## src/rtl/mem_port_arbiter.sv

```systemverilog
// +------------------------------------------------------------------+
// | mem_port_arbiter: I/D request arbiter onto one single-port RAM    |
// | Revision: 1.0                                                     |
// +------------------------------------------------------------------+
`default_nettype none

module mem_port_arbiter #(
  parameter int READ_LATENCY  = 1,
  parameter bit PRIORITY_MODE = 1'b0
) (
  input  logic        iCLK,
  input  logic        iRST,
  input  logic        iIReq,
  input  logic        iIWrite,
  input  logic [3:0]  iIByteEnable,
  input  logic [31:0] iIAddress,
  input  logic [31:0] iIWriteData,
  output logic [31:0] oIReadData,
  output logic        oIAck,
  input  logic        iDReq,
  input  logic        iDWrite,
  input  logic [3:0]  iDByteEnable,
  input  logic [31:0] iDAddress,
  input  logic [31:0] iDWriteData,
  output logic [31:0] oDReadData,
  output logic        oDAck,
  output logic        oMReadEnable,
  output logic        oMWriteEnable,
  output logic [3:0]  oMByteEnable,
  output logic [31:0] oMAddress,
  output logic [31:0] oMWriteData,
  input  logic [31:0] iMReadData,
  output logic [1:0]  oGrant,
  output logic [2:0]  mArbState
);

  localparam logic [2:0] C_LATENCY = 3'(READ_LATENCY);

  typedef enum logic [1:0] {
    IDLE  = 2'd0,
    ISSUE = 2'd1,
    WAIT  = 2'd2,
    DONE  = 2'd3
  } state_t;

  state_t      state_q, state_d;
  logic        last_d_q, last_d_d;
  logic        own_d_q, own_d_d;
  logic        wr_q, wr_d;
  logic [3:0]  be_q, be_d;
  logic [31:0] addr_q, addr_d;
  logic [31:0] wdata_q, wdata_d;
  logic [2:0]  cnt_q, cnt_d;
  logic [31:0] i_rdata_q, i_rdata_d;
  logic [31:0] d_rdata_q, d_rdata_d;
  logic        pick_d;

  always_comb begin
    state_d   = state_q;
    last_d_d  = last_d_q;
    own_d_d   = own_d_q;
    wr_d      = wr_q;
    be_d      = be_q;
    addr_d    = addr_q;
    wdata_d   = wdata_q;
    cnt_d     = cnt_q;
    i_rdata_d = i_rdata_q;
    d_rdata_d = d_rdata_q;
    pick_d    = 1'b0;
    case (state_q)
      IDLE: begin
        if (iIReq || iDReq) begin
          // On a tie D wins in fixed-priority mode, otherwise the side not served last
          pick_d   = iDReq && (!iIReq || PRIORITY_MODE || !last_d_q);
          own_d_d  = pick_d;
          last_d_d = pick_d;
          wr_d     = pick_d ? iDWrite      : iIWrite;
          be_d     = pick_d ? iDByteEnable : iIByteEnable;
          addr_d   = pick_d ? iDAddress    : iIAddress;
          wdata_d  = pick_d ? iDWriteData  : iIWriteData;
          state_d  = ISSUE;
        end
      end
      ISSUE: begin
        if (wr_q) begin
          state_d = DONE;
        end else begin
          cnt_d   = C_LATENCY;
          state_d = WAIT;
        end
      end
      WAIT: begin
        cnt_d = cnt_q - 3'd1;
        if (cnt_q == 3'd1) begin
          if (own_d_q) d_rdata_d = iMReadData;
          else         i_rdata_d = iMReadData;
          state_d = DONE;
        end
      end
      default: state_d = IDLE;
    endcase
  end

  always_ff @(posedge iCLK or negedge iRST) begin
    if (!iRST) begin
      state_q   <= IDLE;
      last_d_q  <= 1'b1;
      own_d_q   <= 1'b0;
      wr_q      <= 1'b0;
      be_q      <= 4'd0;
      addr_q    <= 32'd0;
      wdata_q   <= 32'd0;
      cnt_q     <= 3'd0;
      i_rdata_q <= 32'd0;
      d_rdata_q <= 32'd0;
    end else begin
      state_q   <= state_d;
      last_d_q  <= last_d_d;
      own_d_q   <= own_d_d;
      wr_q      <= wr_d;
      be_q      <= be_d;
      addr_q    <= addr_d;
      wdata_q   <= wdata_d;
      cnt_q     <= cnt_d;
      i_rdata_q <= i_rdata_d;
      d_rdata_q <= d_rdata_d;
    end
  end

  // Address/data follow the latched transaction so they stay stable through WAIT
  assign oMAddress     = addr_q;
  assign oMByteEnable  = be_q;
  assign oMWriteData   = wdata_q;
  assign oMReadEnable  = (state_q == ISSUE) && !wr_q;
  assign oMWriteEnable = (state_q == ISSUE) && wr_q;
  assign oGrant        = (state_q == IDLE) ? 2'b00 : {own_d_q, !own_d_q};
  assign mArbState     = {1'b0, state_q};
  assign oIAck         = (state_q == DONE) && !own_d_q;
  assign oDAck         = (state_q == DONE) && own_d_q;
  assign oIReadData    = i_rdata_q;
  assign oDReadData    = d_rdata_q;

endmodule

`default_nettype wire

```

## config.mk

```make
export PLATFORM = sky130hd
export DESIGN_NAME = mem_port_arbiter
export DESIGN_NICKNAME = d
export VERILOG_FILES = /design/src/rtl/mem_port_arbiter.sv
export SDC_FILE = /design/constraint.sdc
export NUM_CORES = 1
export LEC_CHECK = 0
export ABC_AREA = 1
export BUFFER_PORTS_ARGS = -buffer_cell sky130_fd_sc_hd__buf_4
export CAP_MARGIN = 15
export CORE_MARGIN = 2
export CORE_UTILIZATION = 48
export CTS_BUF_LIST = sky130_fd_sc_hd__clkbuf_8
export DETAILED_ROUTE_END_ITERATION = 16
export PLACE_DENSITY = 0.82
export REMOVE_ABC_BUFFERS = 1
export SYNTH_ARGS = -nofsm -noshare
export SYNTH_HDL_FRONTEND = slang
export SYNTH_SLANG_ARGS = --single-unit
```

## constraint.sdc

```tcl
create_clock -name iCLK -period 1.86 [get_ports iCLK]
set_clock_uncertainty 0.15 [all_clocks]
set_input_delay 0.372 -clock iCLK [delete_from_list [all_inputs] [get_ports iCLK]]
set_output_delay 0.372 -clock iCLK [all_outputs]
set_load 0.02 [all_outputs]
```

# Yosys cells after proc, flatten, opt, wreduce, memory -nomap -nowiden
# Index checks and enable logic that the tools add are counted.
[classes]
add_sub_neg = 1
mul = 0
n_div = 0
magnitude_cmp = 0
n_eq_ne = 7
shift = 0
n_mux = 11
bitwise_logic = 1
n_reduce_logical = 18
[ops]
columns = ["operator", "n"]
rows = [
  ["$mux W32", 2],
  ["$mux W2", 3],
  ["$ne A2 B2 Y1 const B", 3],
  ["$pmux W2 S3", 1],
  ["$pmux W3 S2", 1],
  ["$reduce_and A2 Y1", 3],
  ["$reduce_and A3 Y1", 2],
  ["$logic_and A1 B1 Y1", 5],
  ["$eq A2 B2 Y1 const B", 2],
  ["$logic_not A1 Y1", 4],
  ["$mux W4", 1],
  ["$eq A3 B1 Y1 const B", 1],
  ["$mux W3", 1],
  ["$sub A3 B1 Y3 const B", 1],
  ["$eq A2 B1 Y1 const B", 1],
  ["$logic_not A2 Y1", 1],
  ["$logic_or A1 B1 Y1", 2],
  ["$mux W1", 2],
  ["$reduce_bool A2 Y1", 1],
  ["$not A1 Y1", 1],
]
[totals]
ff_bits = 140
latch_bits = 0
ram_bits = 0
mem_bits_ro = 0
inputBits = 174
out_inout_bits = 141
n_memories = 0

# Depth between registers and ports, before layout
# Gate-level depths: netlist of run 1.
[depth]
ltp_word = 4
mapped_depth = 8

# Worst setup path after synthesis of run 1
# No wires, ideal clock.
[synth_timing]
kind = "flip-flop to flip-flop"
start = "register state_q[0]"
end = "register d_rdata_q[13], in the netlist oDReadData[13]"
setup_time_ps = 83
arrival_ps = 1484
setup_slack_ps = 143
stages_incl_launch_ff = 8
n_path_buf = 2
synth_period_minus_slack_ps = 1717
path_cell_list = "dfrtp_1 > inv_1 > ha_1 > buf_2 > nand3_2 > clkbuf_1 > nand2_1 > o21ai_0"
[synth_via]
elab_chain_len = 2
[synth_rtl]
columns = ["element", "line_no", "rtl"]
rows = [
  ["from (decl)", "46", "state_t state_q, state_d;"],
  ["from (signal assigned)", "117", "state_q <= state_d;"],
  ["$eq A2 B2 Y1", "70", "case (state_q)"],
  ["$reduce_and A3 Y1 (no source line)", "-", ""],
  ["to (signal assigned)", "126", "d_rdata_q <= d_rdata_d;"],
  ["to (decl)", "55", "logic [31:0] d_rdata_q, d_rdata_d;"],
]
# Every way passes these cells.
# A chain may end at the register's enable or synchronous reset.

# Final worst setup path of run 1
[layout_timing]
start = "register state_q[0]"
end = "output oDAck"
[layout_via]
elab_chain_len = 2
[layout_rtl]
columns = ["element", "line_no", "rtl"]
rows = [
  ["$eq A2 B2 Y1", "139", "assign oDAck = (state_q == DONE) && own_d_q;"],
  ["$logic_and A1 B1 Y1", "139", ""],
  ["to (decl)", "26", "output logic oDAck,"],
]
# Every way passes these cells.

==> reports/summary.txt, run 1 <==
=====================================================================================
Number of warning messages in the yosys log ............................            0
Setup repair after global routing missed its margin ....................         true
Synth cell types .......................................................           23
Min-Delay Path Class ...................................................    in -> reg
Share of Yosys cell area claimed by the top area cell type .............        52.2%
Detail Route Antenna Nets ..............................................            0
HPWL Detailed ..........................................................      14.7 mm
Tot GR Track Use .......................................................        28.5%
Crit path DAT ..........................................................      1.41 ns
Final net count ........................................................         1318
Final worst-path setup slack ...........................................   -0.0679 ns
Biggest area contributors in the synthesized netlist ................... dfrtp_1 (52%), nand2_1 (16%), nand3b_1 (7.8%)
Mean post-synth cell area ..............................................    8.05 um^2
Count of input and output buffers ......................................          313
Peak supply drop .......................................................      1010 uV
Core ar. ...............................................................  0.0137 mm^2
Bufs on Longest Clock Path .............................................            2
Worst Path Class, Setup ................................................   reg -> out
X dimension of the die .................................................       122 um
Share of flip-flops with an asynchronous set or reset ..................         100%
Highest Clock Rate .....................................................    0.519 GHz
Cts bufs inserted ......................................................           17
Initial DRC Count ......................................................          538
Required time at the worst-slack endpoint ..............................      1.34 ns
Avg WL per Cell ........................................................      15.6 um
Top routing layer in use ...............................................         met4
Final routed DRC violation total .......................................            0
Diode count ............................................................            0
Final hold violation count .............................................            0
Slew at the pin with the worst max-slew slack ..........................     0.673 ns
FF+latch count, synth ..................................................          140
Number of endpoints failing setup at the final stage ...................            4
Number of placed cells counting well taps ..............................         1289
H-Tree Level Count .....................................................            4
Post-synthesis to final-layout area growth .............................        47.6%
Length of routed met3 wiring ...........................................      1.52 mm
Ys flop type ...........................................................      dfrtp_1
Most common cell in the synthesized netlist ............................      nand2_1
Origin of the worst setup path .........................................   state_q[0]
Capture point of the critical path .....................................        oDAck
PD cells ............................................................... 1720 mW/mm^2
Initial antenna violation count ........................................            0
Site row count .........................................................           43
Vias after detailed routing ............................................         6574
Proportion of synthesized chip area in sequential cells ................        52.6%
Drt via density ........................................................         4.94
Die ar. ................................................................  0.0148 mm^2
Max-capacitance violation count ........................................            0
Later-pin clock latency in the skew report .............................      0.44 ns
I/O pin cnt ............................................................          315
Type of element capturing the critical path ............................ primary output
Worst R2R Setup Slack ..................................................      0.13 ns
Layout cell share with drive strength beyond 1 .........................        34.8%
Share of the core filled with cells in the final layout ................        71.7%
Endpoint of the most critical register-to-register path ................ oMWriteData[25]
Total length of routed met2 wires ......................................      10.5 mm
Type of element launching the critical path ............................    flip-flop
Count of filler cells inserted in the layout ...........................         1087
Routability-driven placement congestion ratio ..........................        0.879
CTS root buffer ........................................................     clkbuf_8
Remaining Overflow, GRT ................................................            0
Commonest cells in the netlist ......................................... nand2_1 (288), dfrtp_1 (139), inv_1 (114)
Worst slew slack as a fraction of its limit ............................        55.2%
Cell type with the largest total area after synthesis ..................      dfrtp_1
Starting Density .......................................................        48.6%
Minimum clock period ...................................................      1.93 ns
Number of pins with negative max-slew slack in the final report ........            0
Met1 Routed Length .....................................................      7.96 mm
Max Fanout on Critical Path ............................................            4
Number of cells produced by synthesis ..................................          827
Clock-pin slew of the registers on the worst-case setup and hold paths .      0.09 ns
FF-to-FF path depth ....................................................            8
Outcome ................................................................ finished with violations
Die outline height .....................................................       122 um
RR Startpoint ..........................................................   state_q[0]
Violated checks ........................................................ negative setup slack
Routed wire length .....................................................      20.7 mm
Detailed Routing Iterations Pass 1 .....................................            5
First-pass GRT wire length .............................................      32.7 mm
Number of synthesized flops with an enable pin .........................            0
CTS tree ...............................................................        built
Total leakage power ....................................................   0.00554 uW
Synthesized cell area .................................................. 0.00666 mm^2
Maximum number of pins on one net before global-route repair ...........           65
Number of non-filler instances in the completed layout .................         1330
Fraction of the cycle the final worst path needs .......................         104%
Clock tree sinks .......................................................          140
Number of global-route vias before repair ..............................         6503
=====================================================================================
## worst min-delay path by stage
stage	depth (start not counted)	from	end	slack [ns]
global route	3	iMReadData[23]	oIReadData[23]	0.006
floorplan	0	iRST	cnt_q[0]	-0.07
finish	3	iMReadData[5]	oDReadData[5]	0.04
global placement	1	iRST	oMAddress[16]	0.21
detailed placement	1	iRST	oMAddress[3]	0.21
CTS	3	iMReadData[5]	oDReadData[5]	0.01
## metrics by stage
step	hold slack (ns)	total power (uW)	setup TNS, ns	cell area, um^2	setup slack (ns)
floorplan	-0.0736	9900	-78.69	6430	-0.933
global placement	0.214	13900	0	9280	0.228
detailed placement	0.213	14100	0	9280	0.139
CTS	0.0129	16800	-0.333	9790	-0.105
global route	0.00569	18000	-0.728	9830	-0.168
finish	0.0439	16900	-0.193	9830	-0.0679
## critical path: stages, from the launching register on
cell	delay, ns
dfrtp_2	0.45
buf_6	0.14
ha_4	0.16
nand2_2	0.06
inv_2	0.03
buf_6	0.12
## cells in the final DEF (no fill, tap or decap), types with 2 or more instances in the layout
cell        netlist  layout
nand3_1          72      72
dfrtp_1         139     136
nand3_2           2       2
buf_6             0       8
clkinvlp_4        0       2
clkbuf_8          0      17
nand2_2           2       4
nor2_2            2       3
inv_4             0       3
buf_12            0      10
nand3b_1         69      69
inv_6             0       5
buf_4             3     322
inv_1           114     108
nor2_4            1       2
ha_1              7       3
nand2_1         288     285
o21ai_0          67      67
dfrtp_2           0       3
ha_4              0       3
inv_8             0       3
clkinv_4          0       3
nor2_1            7       5
inv_2             2       5
## routing by layer
| layer | vias to the layer above | GRT usage [%] |
|---|---|---|
| li1 | 3177 | - |
| met3 | 56 | 7.82 |
| met1 | 3057 | 35.2 |
| met5 | - | 0 |
| met4 | 0 | 12.3 |
| met2 | 284 | 47.1 |
## layout make-up
class / count / area, um^2 / area share [%]
flip-flops and latches: 140 / 3510 / 35.7
repair buffers: 341 / 2720 / 27.6
multi-input cells: 521 / 2550 / 25.9
inverters: 116 / 443 / 4.50
clock buffers: 17 / 234 / 2.38
well taps: 180 / 225 / 2.29
clock inverters: 15 / 154 / 1.57
## logic make-up (layout without fill, tap and decap cells)
group,Yosys count,after routing,share of synthesized area (%)
and+or+nand+nor,443,443,30.7
buffers and inverters,166,489,10.0
DFF,140,140,52.6
AOI/OAI and AO/OA,69,69,5.20
adders and majority gates,7,7,1.31
other,1,1,0.0563
xor gates and xnor gates,1,1,0.132
## sequential cells by signal (all words and copies together) (netlist names)
signal        count
cnt_q             3
oDReadData       32
state_q           2
oIReadData       32
oMAddress        32
wr_q              1
oMByteEnable      4
oMWriteData      32
own_d_q           1
last_d_q          1
## where the power goes
part           leakage (uW)  total (uW)  switching [uW]  internal (uW)
logic               0.00364        8910            5220           3690
clock network      0.000194        2430            1330           1110
registers           0.00170        5530             932           4600
total               0.00554       16900            7480           9390
## what timing repair did
action                                  4_1_cts  5_1_grt
setup buffers                                 7        2
pin swaps                                     6        1
endpoints found under the hold margin        45        0
hold buffers                                  1        0
endpoints found under the setup margin        6       66
resized for setup                            22       12
No activity file was read; power rests on OpenSTA's default activity.
==> run 2: changes to the inputs <==
--- a/config.mk
+++ b/config.mk
@@ -12,6 +12,7 @@
 export CORE_UTILIZATION = 48
 export CTS_BUF_LIST = sky130_fd_sc_hd__clkbuf_8
 export DETAILED_ROUTE_END_ITERATION = 16
+export HOLD_SLACK_MARGIN = 0.15
 export PLACE_DENSITY = 0.82
 export REMOVE_ABC_BUFFERS = 1
 export SYNTH_ARGS = -nofsm -noshare
==> run 2 against run 1 <==
Compared with the run above:
- cell count increased by 14%
- wire length up 55%
- power up 11%
- the run still ends with negative setup slack left
- largest cell class is now non-clock buffers
- first-iteration DRC count increased by 89%
- register-to-register slack worse by 0.20 ns
- worst hold slack gained 0.16 ns
- sequential share of layout area fell by 6.0 points
- global-route usage rose by 11 points
- setup slack lost 0.041 ns
==> reports/summary.txt, run 2 (synthesis results as in run 1) <==
=====================================================================================
Bufs on Longest Clock Path .............................................            2   unchanged
Routability-driven placement congestion ratio ..........................        0.879   unchanged
H-Tree Level Count .....................................................            4   unchanged
Length of routed met3 wiring ...........................................      3.17 mm   was 1.52 mm
Count of input and output buffers ......................................          313   unchanged
Slowest CP cell ........................................................      dfrtp_2   unchanged
Later-pin clock latency in the skew report .............................      0.45 ns   was 0.44 ns
First-pass GRT wire length .............................................      44.9 mm   was 32.7 mm
Worst hold-check slack .................................................     0.202 ns   was 0.0439 ns
Maximum number of pins on one net before global-route repair ...........           65   unchanged
Die ar. ................................................................  0.0148 mm^2   unchanged
Final worst-path setup slack ...........................................    -0.109 ns   was -0.0679 ns
Routed wire length .....................................................      32.1 mm   was 20.7 mm
Final hold violation count .............................................            0   unchanged
Remaining Overflow, GRT ................................................            0   unchanged
Final std cell area, no fill ...........................................  0.0118 mm^2   was 0.00983 mm^2
Max Fanout on Critical Path ............................................            4   unchanged
Minimum clock period ...................................................      1.97 ns   was 1.93 ns
Core ar. ...............................................................  0.0137 mm^2   unchanged
Met1 Routed Length .....................................................      10.4 mm   was 7.96 mm
Vias after detailed routing ............................................         8485   was 6574
Count of filler cells inserted in the layout ...........................          620   was 1087
Area of placed instances ............................................... 0.00928 mm^2   unchanged
Crit path buf inv count ................................................            3   unchanged
Type of element launching the critical path ............................    flip-flop   unchanged
Most frequent cells in the layout ...................................... buf_4 (324), nand2_1 (277), dlygate4sd3_1 (171), dfrtp_1 (137), inv_1 (108)   was buf_4 (322), nand2_1 (285), dfrtp_1 (136), inv_1 (108), nand3_1 (72)
Cts bufs inserted ......................................................           17   unchanged
Violated checks ........................................................ negative setup slack   unchanged
Avg WL per Cell ........................................................      21.2 um   was 15.6 um
Number of non-filler instances in the completed layout .................         1515   was 1330
Fraction of the cycle the final worst path needs .......................         106%   was 104%
Total leakage power ....................................................   0.00634 uW   was 0.00554 uW
I/O pin cnt ............................................................          315   unchanged
Outcome ................................................................ finished with violations   unchanged
Required time at the worst-slack endpoint ..............................      1.34 ns   about the same
Peak supply drop .......................................................      1160 uV   was 1010 uV
Detail Route Antenna Nets ..............................................            0   unchanged
Drt via density ........................................................         5.60   was 4.94
Initial antenna violation count ........................................            7   was 0
Slew at the pin with the worst max-slew slack ..........................     0.714 ns   was 0.673 ns
Max-capacitance violation count ........................................            0   unchanged
Number of pins with negative max-slew slack in the final report ........            0   unchanged
Die outline height .....................................................       122 um   unchanged
Site row count .........................................................           43   unchanged
Layout cell share with drive strength beyond 1 .........................        32.4%   was 34.8%
Worst Path Class, Setup ................................................   reg -> out   unchanged
Starting Density .......................................................        48.6%   unchanged
CTS root buffer ........................................................     clkbuf_8   unchanged
Number of endpoints failing setup at the final stage ...................           13   was 4
Final net count ........................................................         1497   was 1318
Min-Delay Path Class ...................................................    in -> reg   unchanged
Highest Clock Rate .....................................................    0.508 GHz   was 0.519 GHz
Worst slew slack as a fraction of its limit ............................        52.4%   was 55.2%
HPWL Detailed ..........................................................      14.7 mm   unchanged
PD cells ............................................................... 1580 mW/mm^2   was 1720 mW/mm^2
Tot GR Track Use .......................................................        39.9%   was 28.5%
Most frequent standard cell in the layout excluding fill and tap cells .        buf_4   unchanged
Post-synthesis to final-layout area growth .............................        77.3%   was 47.6%
Clock tree sinks .......................................................          140   unchanged
Worst path top cell family by delay ....................................   flip-flops   unchanged
Final routed DRC violation total .......................................            0   unchanged
Type of element capturing the critical path ............................ primary output   unchanged
CP max stage delay .....................................................      0.46 ns   was 0.45 ns
Crit path cell chain ................................................... buf_6, ha_4, inv_2, nor2_1, buf_4   was buf_6, ha_4, nand2_2, inv_2, buf_6
Clock-pin slew of the registers on the worst-case setup and hold paths .      0.08 ns   was 0.09 ns
Post-placement setup slack .............................................     0.139 ns   unchanged
Number of global-route vias before repair ..............................         8608   was 6503
Detailed Routing Iterations Pass 1 .....................................            8   was 5
X dimension of the die .................................................       122 um   unchanged
Total length of routed met2 wires ......................................      15.5 mm   was 10.5 mm
Top routing layer in use ...............................................         met5   was met4
Number of placed cells counting well taps ..............................         1289   unchanged
Setup repair after global routing missed its margin ....................         true   unchanged
CTS tree ...............................................................        built   unchanged
Crit path DAT ..........................................................      1.45 ns   was 1.41 ns
Initial DRC Count ......................................................         1016   was 538
=====================================================================================
[run 2: through the flow]
| stage | total power [uW] | util (%) | setup TNS (ns) |
|---|---|---|---|
| 3_5_place_dp | 14100 | 67.6 | 0 |
| 5_1_grt | 19500 | 86.0 | -2.11 |
| 6_report | 18700 | 86.1 | -0.507 |
| 2_1_floorplan | 9900 | - | -78.69 |
| 4_1_cts | 17100 | 83.8 | -0.333 |
| 3_3_place_gp | 13900 | 67.6 | 0 |
[run 2: layer usage]
metal / vias to the layer above / global-route usage [%]
li1: 3549 / -
met3: 277 / 13.2
met5: - / 0
met2: 722 / 64.7
met1: 3935 / 43.0
met4: 2 / 30.6
[run 2: layout make-up]
cell class                      count  area [um^2]  share of cell area [%]
Tap cell                          180          225                    1.91
Antenna cell                        6         15.0                   0.127
Clock inverter                     15          154                    1.30
Sequential cell                   140         3510                    29.7
Multi-Input combinational cell    521         2680                    22.7
Timing Repair Buffer              520         4550                    38.5
Clock buffer                       17          234                    1.98
Inverter                          116          448                    3.79
[run 2: final timing paths]
path | end | start | slack [ns] | depth (start not counted)
worst max-delay path | oIAck | state_q[0] | -0.11 | 5
worst min-delay path | state_q[1] | iIReq | 0.20 | 5
worst max register to register | oMWriteData[15] | state_q[0] | -0.07 | 9
worst min register to register | oIReadData[28] | oIReadData[28] | 0.34 | 2
max in group asynchronous | state_q[1] | iRST | 0.62 | 3
min in group asynchronous | oMAddress[19] | iRST | 0.26 | 2
[run 2: worst reg2reg max path, delay by kind of cell (launching register included)]
family | cells | cell delay, ns
buffers and inverters | 5 | 0.63
flip-flops | 1 | 0.46
AND/OR/NAND/NOR | 3 | 0.46
adder cells (fa/ha/maj) | 1 | 0.18
[run 2: repair_timing]
item	4_1_cts	5_1_grt
hold buffers	171	0
cloned	0	4
endpoints found under the hold margin	261	0
resized for setup	22	48
setup endpoints to repair	6	127
pin swaps	6	27
setup buffers	7	7
[run 2: power breakdown]
part           switching (uW)  internal (uW)
Combinational            6240           4210
Sequential               1140           4590
Clock                    1370           1110
Total                    8760           9910
